File: src/rtl/fetch_stage.sv
// fetch_stage: instruction-fetch stage. Owns the program counter, presents it
// to a combinational byte-addressed instruction ROM, and captures the returned
// word into the IF/ID register for decode.
// Ports:
//   clk, rst       clock, asynchronous active-high reset
//   stall          decode back-pressure: hold PC and IF/ID
//   redirect       taken branch/jump, target on redirect_pc
//   halt           stop fetching; terminal until reset
//   instr          ROM word at PC
//   PC             registered fetch address
//   id_instr/id_pc/id_pc_plus4/id_valid   IF/ID register contents
//   misalign_err   sticky flag for a misaligned redirect target
//   fetch_halted   stage is in its terminal halt state
module fetch_stage #(
  parameter int unsigned ADDRESS_WIDTH = 16,
  parameter int unsigned DATA_WIDTH    = 32,
  parameter logic [ADDRESS_WIDTH-1:0] RESET_PC = '0
) (
  input  logic                     clk,
  input  logic                     rst,
  input  logic                     stall,
  input  logic                     redirect,
  input  logic [ADDRESS_WIDTH-1:0] redirect_pc,
  input  logic                     halt,
  input  logic [DATA_WIDTH-1:0]    instr,
  output logic [ADDRESS_WIDTH-1:0] PC,
  output logic [DATA_WIDTH-1:0]    id_instr,
  output logic [ADDRESS_WIDTH-1:0] id_pc,
  output logic [ADDRESS_WIDTH-1:0] id_pc_plus4,
  output logic                     id_valid,
  output logic                     misalign_err,
  output logic                     fetch_halted
);

  localparam logic [DATA_WIDTH-1:0]    NOP      = DATA_WIDTH'(32'h0000_0013);
  localparam logic [ADDRESS_WIDTH-1:0] PC_STEP  = ADDRESS_WIDTH'(4);

  typedef enum logic [1:0] {
    S_BOOT = 2'd0,
    S_RUN  = 2'd1,
    S_HALT = 2'd2
  } state_e;

  state_e                     state_q, state_d;
  logic [ADDRESS_WIDTH-1:0]   pc_q, pc_d;
  logic [DATA_WIDTH-1:0]      id_instr_q, id_instr_d;
  logic [ADDRESS_WIDTH-1:0]   id_pc_q, id_pc_d;
  logic [ADDRESS_WIDTH-1:0]   id_pc_plus4_q, id_pc_plus4_d;
  logic                       id_valid_q, id_valid_d;
  logic                       err_q, err_d;
  logic                       halted_q, halted_d;
  logic [ADDRESS_WIDTH-1:0]   pc_plus4;

  // Sequential successor; wraps modulo 2^ADDRESS_WIDTH.
  assign pc_plus4 = pc_q + PC_STEP;

  // State and pipeline registers.
  always_ff @(posedge clk or posedge rst) begin
    if (rst) begin
      state_q       <= S_BOOT;
      pc_q          <= RESET_PC;
      id_instr_q    <= NOP;
      id_pc_q       <= '0;
      id_pc_plus4_q <= '0;
      id_valid_q    <= 1'b0;
      err_q         <= 1'b0;
      halted_q      <= 1'b0;
    end else begin
      state_q       <= state_d;
      pc_q          <= pc_d;
      id_instr_q    <= id_instr_d;
      id_pc_q       <= id_pc_d;
      id_pc_plus4_q <= id_pc_plus4_d;
      id_valid_q    <= id_valid_d;
      err_q         <= err_d;
      halted_q      <= halted_d;
    end
  end

  // Next-state logic; RUN applies halt > misaligned redirect > redirect > stall > fetch.
  always_comb begin
    state_d       = state_q;
    pc_d          = pc_q;
    id_instr_d    = id_instr_q;
    id_pc_d       = id_pc_q;
    id_pc_plus4_d = id_pc_plus4_q;
    id_valid_d    = id_valid_q;
    err_d         = err_q;

    case (state_q)
      S_BOOT: begin
        state_d    = S_RUN;
        pc_d       = RESET_PC;
        id_valid_d = 1'b0;
      end
      S_RUN: begin
        if (halt) begin
          state_d    = S_HALT;
          id_valid_d = 1'b0;
        end else if (redirect && (redirect_pc[1:0] != 2'b00)) begin
          err_d      = 1'b1;
          state_d    = S_HALT;
          id_valid_d = 1'b0;
        end else if (redirect) begin
          // Flush the wrong-path word; id_pc/id_pc_plus4 keep their old values.
          pc_d       = redirect_pc;
          id_instr_d = NOP;
          id_valid_d = 1'b0;
        end else if (!stall) begin
          id_instr_d    = instr;
          id_pc_d       = pc_q;
          id_pc_plus4_d = pc_plus4;
          id_valid_d    = 1'b1;
          pc_d          = pc_plus4;
        end
      end
      S_HALT: begin
        id_valid_d = 1'b0;
      end
      default: begin
        state_d    = S_BOOT;
        id_valid_d = 1'b0;
      end
    endcase

    halted_d = (state_d == S_HALT);
  end

  assign PC           = pc_q;
  assign id_instr     = id_instr_q;
  assign id_pc        = id_pc_q;
  assign id_pc_plus4  = id_pc_plus4_q;
  assign id_valid     = id_valid_q;
  assign misalign_err = err_q;
  assign fetch_halted = halted_q;

endmodule
File: config.mk
export PLATFORM = sky130hd
export DESIGN_NAME = fetch_stage
export DESIGN_NICKNAME = d
export VERILOG_FILES = /design/src/rtl/fetch_stage.sv
export SDC_FILE = /design/constraint.sdc
export NUM_CORES = 1
export LEC_CHECK = 0
export CAP_MARGIN = 20
export CORE_ASPECT_RATIO = 1.1
export CORE_MARGIN = 3
export CORE_UTILIZATION = 45
export DETAILED_ROUTE_END_ITERATION = 8
export PLACE_DENSITY = 0.86
export SETUP_SLACK_MARGIN = 0.3
export SLEW_MARGIN = 10
export SYNTH_ARGS = -nofsm -noshare
export SYNTH_HDL_FRONTEND = slang
export SYNTH_SLANG_ARGS = --single-unit
File: constraint.sdc
create_clock -name clk -period 3.2 [get_ports clk]
set_clock_uncertainty 0.15 [all_clocks]
set_input_delay 0.48 -clock clk [delete_from_list [all_inputs] [get_ports clk]]
set_output_delay 0.48 -clock clk [all_outputs]
set_load 0.1 [all_outputs]
# Yosys cells after proc, flatten, opt, wreduce, memory -nomap -nowiden
# Index checks and enable logic that the tools add are counted.
# word_totals
register_bits,85
out_inout_bits,83
# op_classes
addsub,1
n_eq_ne,8
n_mux,15
n_bitwise,4
n_reduce_logical,8
# ops
cell,count
$mux 16,4
$mux 32,2
$pmux 16 s2,1
$add 16x3->16 const B,1
$reduce_and 4->1,2
$pmux 2 s3,1
$mux 1,5
$ne 5x5->1 const B,1
$reduce_and 5->1,1
$eq 2x2->1 const B,2
$mux 2,2
$ne 2x2->1 const B,2
$not 1->1,4
$reduce_bool 2->1,2
$ne 3x3->1 const B,1
$reduce_and 3->1,1
$eq 2x1->1 const B,1
$logic_not 2->1,1
$ne 2x1->1 const B,1
$logic_and 1x1->1,1

# Depth between registers and ports, before layout
# Gate-level depths: netlist of run 1.
# depth
ltp_word,6
mapped_depth,7
ltp_nobuf,6

# Least setup slack after synthesis of run 1
# No wires, ideal clock.
# synth_path
path_type,register to register
from,"register pc_q[2], in the netlist PC[2]"
to,"register pc_q[14], in the netlist PC[14]"
setup_ns,0.091
arrival_time_ns,2.387
required_time_ns,2.959
path_slack_ns,0.572
path_stages_with_launch,7
path_buffers,0
period_less_slack_ns,2.628
path_cell_list,dfrtp_1 -> ha_1 -> nand3_2 -> or3_4 -> nor4_2 -> a21oi_1 -> o221ai_1
# synth_via
elab_chain_len,6
# synth_lines
item,line_no,source
from (decl),45,"logic [ADDRESS_WIDTH-1:0] pc_q, pc_d;"
from (signal assigned),70,pc_q <= pc_d;
$add 16x3->16,55,assign pc_plus4 = pc_q + PC_STEP;
$mux 16,109,end else if (!stall) begin
$mux 16,104,end else if (redirect) begin
$mux 16,100,end else if (redirect && (redirect_pc[1:0] != 2'b00)) begin
$mux 16,97,if (halt) begin
$pmux 16 s2,90,case (state_q)
# No other way between the ends. The select of a mux whose other input is x is not followed.
# A chain may end at the register's enable or synchronous reset.

# Worst setup path after layout of run 1
# layout_path
from,"register pc_q[2], in the netlist PC[2]"
to,"register pc_q[12], in the netlist PC[12]"
# Same word-level chain as after synthesis.

==> impl_metrics.env, run 1 <==
export IMPL_synth_main_ff_cell="dfrtp_1"
export IMPL_place_area_um2=4930
export IMPL_power_switching_mw=2.99
export IMPL_insertion_delay_ns=0.35
export IMPL_synth_seq_cells=83
export IMPL_arrival_ns=2.31
export IMPL_grt_pass1_wl_um=15200
export IMPL_area_growth_pct=38.3
export IMPL_drive_gt1_frac=0.232
export IMPL_use_met2=0.353
export IMPL_swShare=0.566
export IMPL_grt_usage=0.204
export IMPL_period_share=0.688
export IMPL_fin_crit_ns=2.20
export IMPL_firstDrtPassIters=4
export IMPL_p_seq_frac=0.296
export IMPL_netlist_cell_type_count=36
export IMPL_grt_met3_usage=0.0342
export IMPL_async_reset_ff_frac=1.00
export IMPL_fp_dieW_um=92.7
export IMPL_yosysSeqAreaShare=0.559
export IMPL_timing_hold_ws_ns=0.329
export IMPL_port_buffers=135
export IMPL_antenna_cells=0
export IMPL_combinationalPowerShare=0.558
export IMPL_cap_violations=0
export IMPL_drt_antenna_violating_nets=0
export IMPL_slew_viol_final=0
export IMPL_fin_area_um2=5140
export IMPL_hold_class="in2async"
export IMPL_ctsResizeCount=0
export IMPL_busiest_layer="met2"
export IMPL_io_pin_count=136
export IMPL_final_setup_viol_count=0
export IMPL_nets=579
export IMPL_rows=34
export IMPL_start_util=0.468
export IMPL_cts_num_sinks=83
export IMPL_p_int_mw=2.29
export IMPL_cts_tree="built"
export IMPL_synthCells=402
export IMPL_dieArea_um2=9390
export IMPL_yosysWarnings=0
export IMPL_power_leakage_nw=2.39
export IMPL_critPathCaptureType="flip-flop"
export IMPL_synthesis_nets=456
export IMPL_cts_buffer_depth=2
export IMPL_clkPwrFrac=0.146
export IMPL_place_gp_congestion=0.812
export IMPL_path_max_fanout=7
export IMPL_grt_ovfl_total=0
export IMPL_crit_type="reg2reg"
export IMPL_multi_input_area_um2=1490
export IMPL_worst_setup_path_start_kind="flip-flop"
export IMPL_numCtsBuffers=9
export IMPL_drt_iter0_drc=143
export IMPL_antenna_found_initial=0
export IMPL_timing_fmax_ghz=0.454
export IMPL_mappedNetlistArea_um2=3720
export IMPL_peakVddDrop_uv=813
export IMPL_grt_max_degree=63
export IMPL_finalHoldViolCount=0
export IMPL_die_h_um=101
export IMPL_setup_tns_ns=0
export IMPL_wl_per_cell_um=14.4
export IMPL_routed_wl_um=9190
export IMPL_post_cts_setup_buffers=0
export IMPL_grt_pass1_vias=3150
export IMPL_cts_hold_fix_buffers=0
export IMPL_worst_ep_required_time_ns=3.31
export IMPL_drc=0
export IMPL_pwr_density_cell_nw_per_um2=1030
export IMPL_grt_use_met1=0.257
export IMPL_design_core_area_um2=7960
export IMPL_hpwl_um=6920
export IMPL_cts_htree_levels=3
export IMPL_cts_root_buf="clkbuf_8"
export IMPL_vias=3218
export IMPL_nFillCells=647
export IMPL_synth_area_per_cell_um2=9.25
export IMPL_worst_pin_slew_ns=0.551
export IMPL_synth_edf_count=0
export IMPL_rsz0062_at_grt="no"
export IMPL_relSlewSlack=0.632
export IMPL_status="complete, no violations"
export IMPL_seqCellArea_um2=2080
export IMPL_vias_per_cell=5.04
export IMPL_cts_clk_slew_worst_paths_ns=0.08
path summary, 6_finish.rpt:
kind | depth (start not counted) | endpoint | from | slack (ns)
max in group asynchronous | 3 | id_instr[0]$_DFFE_PP1P_ | rst | 1.88
min in group clk | 2 | id_instr[16]$_DFFE_PP0P_ | id_instr[16]$_DFFE_PP0P_ | 0.33
worst min-delay path | 2 | id_instr[16]$_DFFE_PP0P_ | rst | 0.33
worst min register to register | 2 | id_instr[16]$_DFFE_PP0P_ | id_instr[16]$_DFFE_PP0P_ | 0.33
worst max register to register | 6 | PC[12]$_DFFE_PP0P_ | PC[2]$_DFFE_PP0P_ | 1.0
worst max-delay path | 6 | PC[12]$_DFFE_PP0P_ | PC[2]$_DFFE_PP0P_ | 1.0
per-stage QoR:
stage,cells,util,power (mW),worst slack (ns)
2_1_floorplan,402,-,3.87,0.438
3_3_place_gp,622,0.620,4.50,0.941
3_5_place_dp,622,0.620,4.55,0.886
4_1_cts,638,0.647,5.32,1.01
5_1_grt,638,0.647,5.50,0.828
6_report,638,0.647,5.28,0.999
Yosys cell counts, types with 5 or more instances:
cell,number,area share
nor3_1,7,0.0094
nor2_1,18,0.018
inv_1,6,0.0061
clkbuf_1,21,0.021
a21oi_1,16,0.022
dfrtp_1,80,0.54
nand3_1,5,0.0067
xnor2_1,12,0.028
buf_2,5,0.0067
nand2b_1,31,0.052
o21ai_1,9,0.012
nand2_1,94,0.095
o21ai_0,57,0.077
layout by cell type (no fill, tap or decap), drive strengths merged, types with 2 or more instances in the layout:
cell type / n
nand3: 6
a22oi: 3
nor2: 19
clkdlybuf4s50: 51
nand4: 2
dfstp: 3
nor3b: 2
nand2b: 31
nor2b: 4
clkinvlp: 2
nor4: 4
o21ai: 66
o21a: 2
nand2: 94
mux2: 2
xnor2: 12
dfrtp: 80
a21oi: 16
clkinv: 2
o22ai: 4
nor3: 8
buf: 91
clkbuf: 10
inv: 7
or3: 2
flip-flops by register name, summed over array words and instances, names as in the netlist:
name	cells
id_valid	1
id_pc_plus4	14
id_pc	16
PC	16
state_q	2
misalign_err	1
id_instr	32
fetch_halted	1
kinds of logic after synthesis:
kind of cell               share of synthesized area
AOI/OAI and AO/OA                              0.135
xor gates and xnor gates                      0.0283
adders and majority gates                    0.00336
buffers and inverters                         0.0420
DFF                                            0.559
muxes                                        0.00875
and+or+nand+nor                                0.223
per-layer routing:
layer / share of wire / wire length, µm / vias to the layer above
li1: - / - / 1573
met1: 0.41 / 3730 / 1503
met2: 0.51 / 4660 / 127
met3: 0.068 / 629 / 15
met4: 0.020 / 180 / 0
met5: 0 / 0 / -
final cells by class:
type	count	share of cell area
Clock buffer	10	0.0268
Clock inverter	6	0.0139
Inverter	6	0.00462
Multi-Input combinational cell	283	0.290
Sequential cell	83	0.405
Tap cell	108	0.0263
Timing Repair Buffer	142	0.234
critical path, stage by stage, from the launching register on:
cell and delay [ns]:
dfrtp_1 0.49, ha_1 0.28, nand3_2 0.19, or3_4 0.47, nor4_1 0.26, a21oi_1 0.08, o22ai_1 0.19
power groups by stage:
| stage | clock network [mW] | registers, mW | logic (mW) |
|---|---|---|---|
| 2_1_floorplan | 0 | 3.47 | 0.392 |
| 3_3_place_gp | 0 | 1.56 | 2.93 |
| 3_5_place_dp | 0 | 1.58 | 2.97 |
| 4_1_cts | 0.793 | 1.56 | 2.97 |
| 5_1_grt | 0.839 | 1.60 | 3.06 |
| 6_report | 0.773 | 1.56 | 2.95 |
(Power assumes the default switching activity.)
==> run 2: changes to the inputs <==
- CORE_UTILIZATION: 45 -> 40
- PLACE_DENSITY: 0.86 -> 0.81
- clock period: 3.2 -> 1.8 ns (I/O delays scaled with it)
==> run 2 against run 1 <==
Effect of this change: the flow now finishes with violations (negative setup slack); critical path depth unchanged; largest cell class is now buffers; sequential share of layout area down 11 points; count of clock-buffer cells in the layout down 1; first-iteration DRC count up 55%; clock power up 77%.
==> impl_metrics.env, run 2 (synthesized netlist as in run 1, its figures left out) <==
export IMPL_status="finished with violations"
export IMPL_violations="negative setup slack"
export IMPL_drive_gt1_frac=0.399
export IMPL_rows=36
export IMPL_nFillCells=498
export IMPL_grt_ovfl_total=0
export IMPL_max_stage_delay_ns=0.47
export IMPL_setup_tns_ns=-0.0691
export IMPL_seqCellArea_um2=2130
export IMPL_hold_class="in2reg"
export IMPL_mostFrequentLayoutCells="buf_12 (88), nand2_1 (83), dfrtp_1 (64)"
export IMPL_pwr_density_cell_nw_per_um2=1620
export IMPL_largest_reg_flops=32
export IMPL_hpwl_um=7730
export IMPL_fin_crit_ns=1.87
export IMPL_critPathCaptureType="flip-flop"
export IMPL_port_buffers=135
export IMPL_wl_met3_um=1280
export IMPL_grt_usage=0.207
export IMPL_cp_slowest_cell="dfrtp_4"
export IMPL_cts_num_sinks=83
export IMPL_design_core_area_um2=8960
export IMPL_worst_ep_required_time_ns=1.92
export IMPL_numCtsBuffers=9
export IMPL_worst_pin_slew_ns=0.441
export IMPL_cts_buffer_depth=2
export IMPL_antenna_found_initial=0
export IMPL_firstDrtPassIters=5
export IMPL_path_max_fanout=4
export IMPL_rsz0062_at_grt="yes"
export IMPL_cts_root_buf="clkbuf_8"
export IMPL_nets=625
export IMPL_timing_rr_start="PC[2]$_DFFE_PP0P_"
export IMPL_pre_cts_slack_ns=-0.334
export IMPL_finalHoldViolCount=0
export IMPL_slew_viol_final=0
export IMPL_dieArea_um2=10500
export IMPL_multi_input_area_um2=1810
export IMPL_grt_max_degree=84
export IMPL_worstReg2RegEnd="PC[12]$_DFFE_PP0P_"
export IMPL_power_total_mw=11.5
export IMPL_final_setup_viol_count=1
export IMPL_worstHoldStart="redirect"
export IMPL_die_h_um=107
export IMPL_timing_fmax_ghz=0.535
export IMPL_insertion_delay_ns=0.36
export IMPL_endpoint="PC[12]$_DFFE_PP0P_"
export IMPL_reg2regPathDepth=6
export IMPL_antenna_cells=0
export IMPL_grt_pass1_vias=3496
export IMPL_layout_cells_non_filler=690
export IMPL_cts_clk_slew_worst_paths_ns=0.09
export IMPL_top_layer_used="met4"
export IMPL_fp_dieW_um=97.9
export IMPL_vias=3701
export IMPL_drt_met1_wl_um=4670
export IMPL_path_cells="ha_4 > nand3_4 > or3_4 > nor4_2 > a21oi_1 > o22ai_1"
export IMPL_wl_met2_um=6800
export IMPL_final_common_cell="buf_12"
export IMPL_timing_final_ws_setup_ns=-0.0691
export IMPL_cap_violations=0
export IMPL_wl_per_cell_um=19.0
export IMPL_drc=0
export IMPL_peakVddDrop_uv=1490
export IMPL_place_inst=641
export IMPL_vias_per_cell=5.36
export IMPL_relSlewSlack=0.706
export IMPL_cts_tree="built"
export IMPL_place_gp_congestion=0.838
export IMPL_r2r_setup_slack_ns=-0.07
export IMPL_period_share=1.04
export IMPL_power_leakage_nw=3.07
export IMPL_arrival_ns=1.99
export IMPL_routed_wl_um=13100
export IMPL_drt_antenna_violating_nets=0
export IMPL_min_path_cells=2
export IMPL_cts_htree_levels=3
export IMPL_io_pin_count=136
export IMPL_drt_iter0_drc=222
export IMPL_start_util=0.415
export IMPL_cts_hold_fix_buffers=0
export IMPL_utilization=0.792
export IMPL_grt_pass1_wl_um=17300
export IMPL_crit_type="reg2reg"
export IMPL_crit_path_start="PC[2]$_DFFE_PP0P_"
export IMPL_worst_setup_path_start_kind="flip-flop"
export IMPL_area_growth_pct=91.0
[run 2: cell count changes in the layout (fill, tap and decap cells not counted), sizes merged, moves of 2 or more]
cell and delta:
clkdlybuf4s50 -3, clkbuf +5, buf +39, dlygate4sd2 +2, clkinv +2
[run 2: metrics by stage]
stage	hold slack [ns]	instance area, µm²
4_1_cts	0.00570	6570
2_1_floorplan	0.260	3860
3_5_place_dp	0.344	6200
3_3_place_gp	0.335	6200
5_1_grt	0.0162	7100
6_report	0.0181	7100
[run 2: repair_timing]
item                       in CTS  in global routing
pin swaps                       7                 20
resized for setup              23                 71
cloned                          1                  9
setup endpoints to repair      78                 57
buffers inserted               11                 12
[run 2: worst min-delay path by stage]
| stage | to | slack [ns] |
|---|---|---|
| 2_1_floorplan | id_instr[0]$_DFFE_PP1P_ | 0.26 |
| 3_3_place_gp | id_instr[4]$_DFFE_PP1P_ | 0.34 |
| 3_5_place_dp | id_instr[1]$_DFFE_PP1P_ | 0.34 |
| 4_1_cts | id_valid$_DFFE_PP0P_ | 0.006 |
| 5_1_grt | id_valid$_DFFE_PP0P_ | 0.02 |
| 6_report | id_valid$_DFFE_PP0P_ | 0.02 |
[run 2: power by group]
group | switching [mW] | internal [mW]
Clock | 0.724 | 0.650
Combinational | 4.55 | 2.50
Sequential | 0.689 | 2.41
[run 2: layout make-up]
class | instances | share of cell area
Inverter | 6 | 0.00370
Clock buffer | 9 | 0.0174
Clock inverter | 7 | 0.0109
Multi-Input combinational cell | 284 | 0.255
Sequential cell | 83 | 0.299
Timing Repair Buffer | 187 | 0.394
Tap cell | 114 | 0.0201
[run 2: routing by layer]
metal | global-route usage | vias up
met1 | 0.236 | 1793
li1 | - | 1673
met5 | 0 | -
met3 | 0.0872 | 44
met4 | 0.0653 | 0
met2 | 0.353 | 191
[run 2: worst max-delay path, delay by kind of cell (launching register included)]
kind | cells | cell delay [ns]
AO/OA/AOI/OAI | 2 | 0.27
flip-flops | 1 | 0.47
AND/OR/NAND/NOR | 3 | 0.71
adder cells (fa/ha/maj) | 1 | 0.16
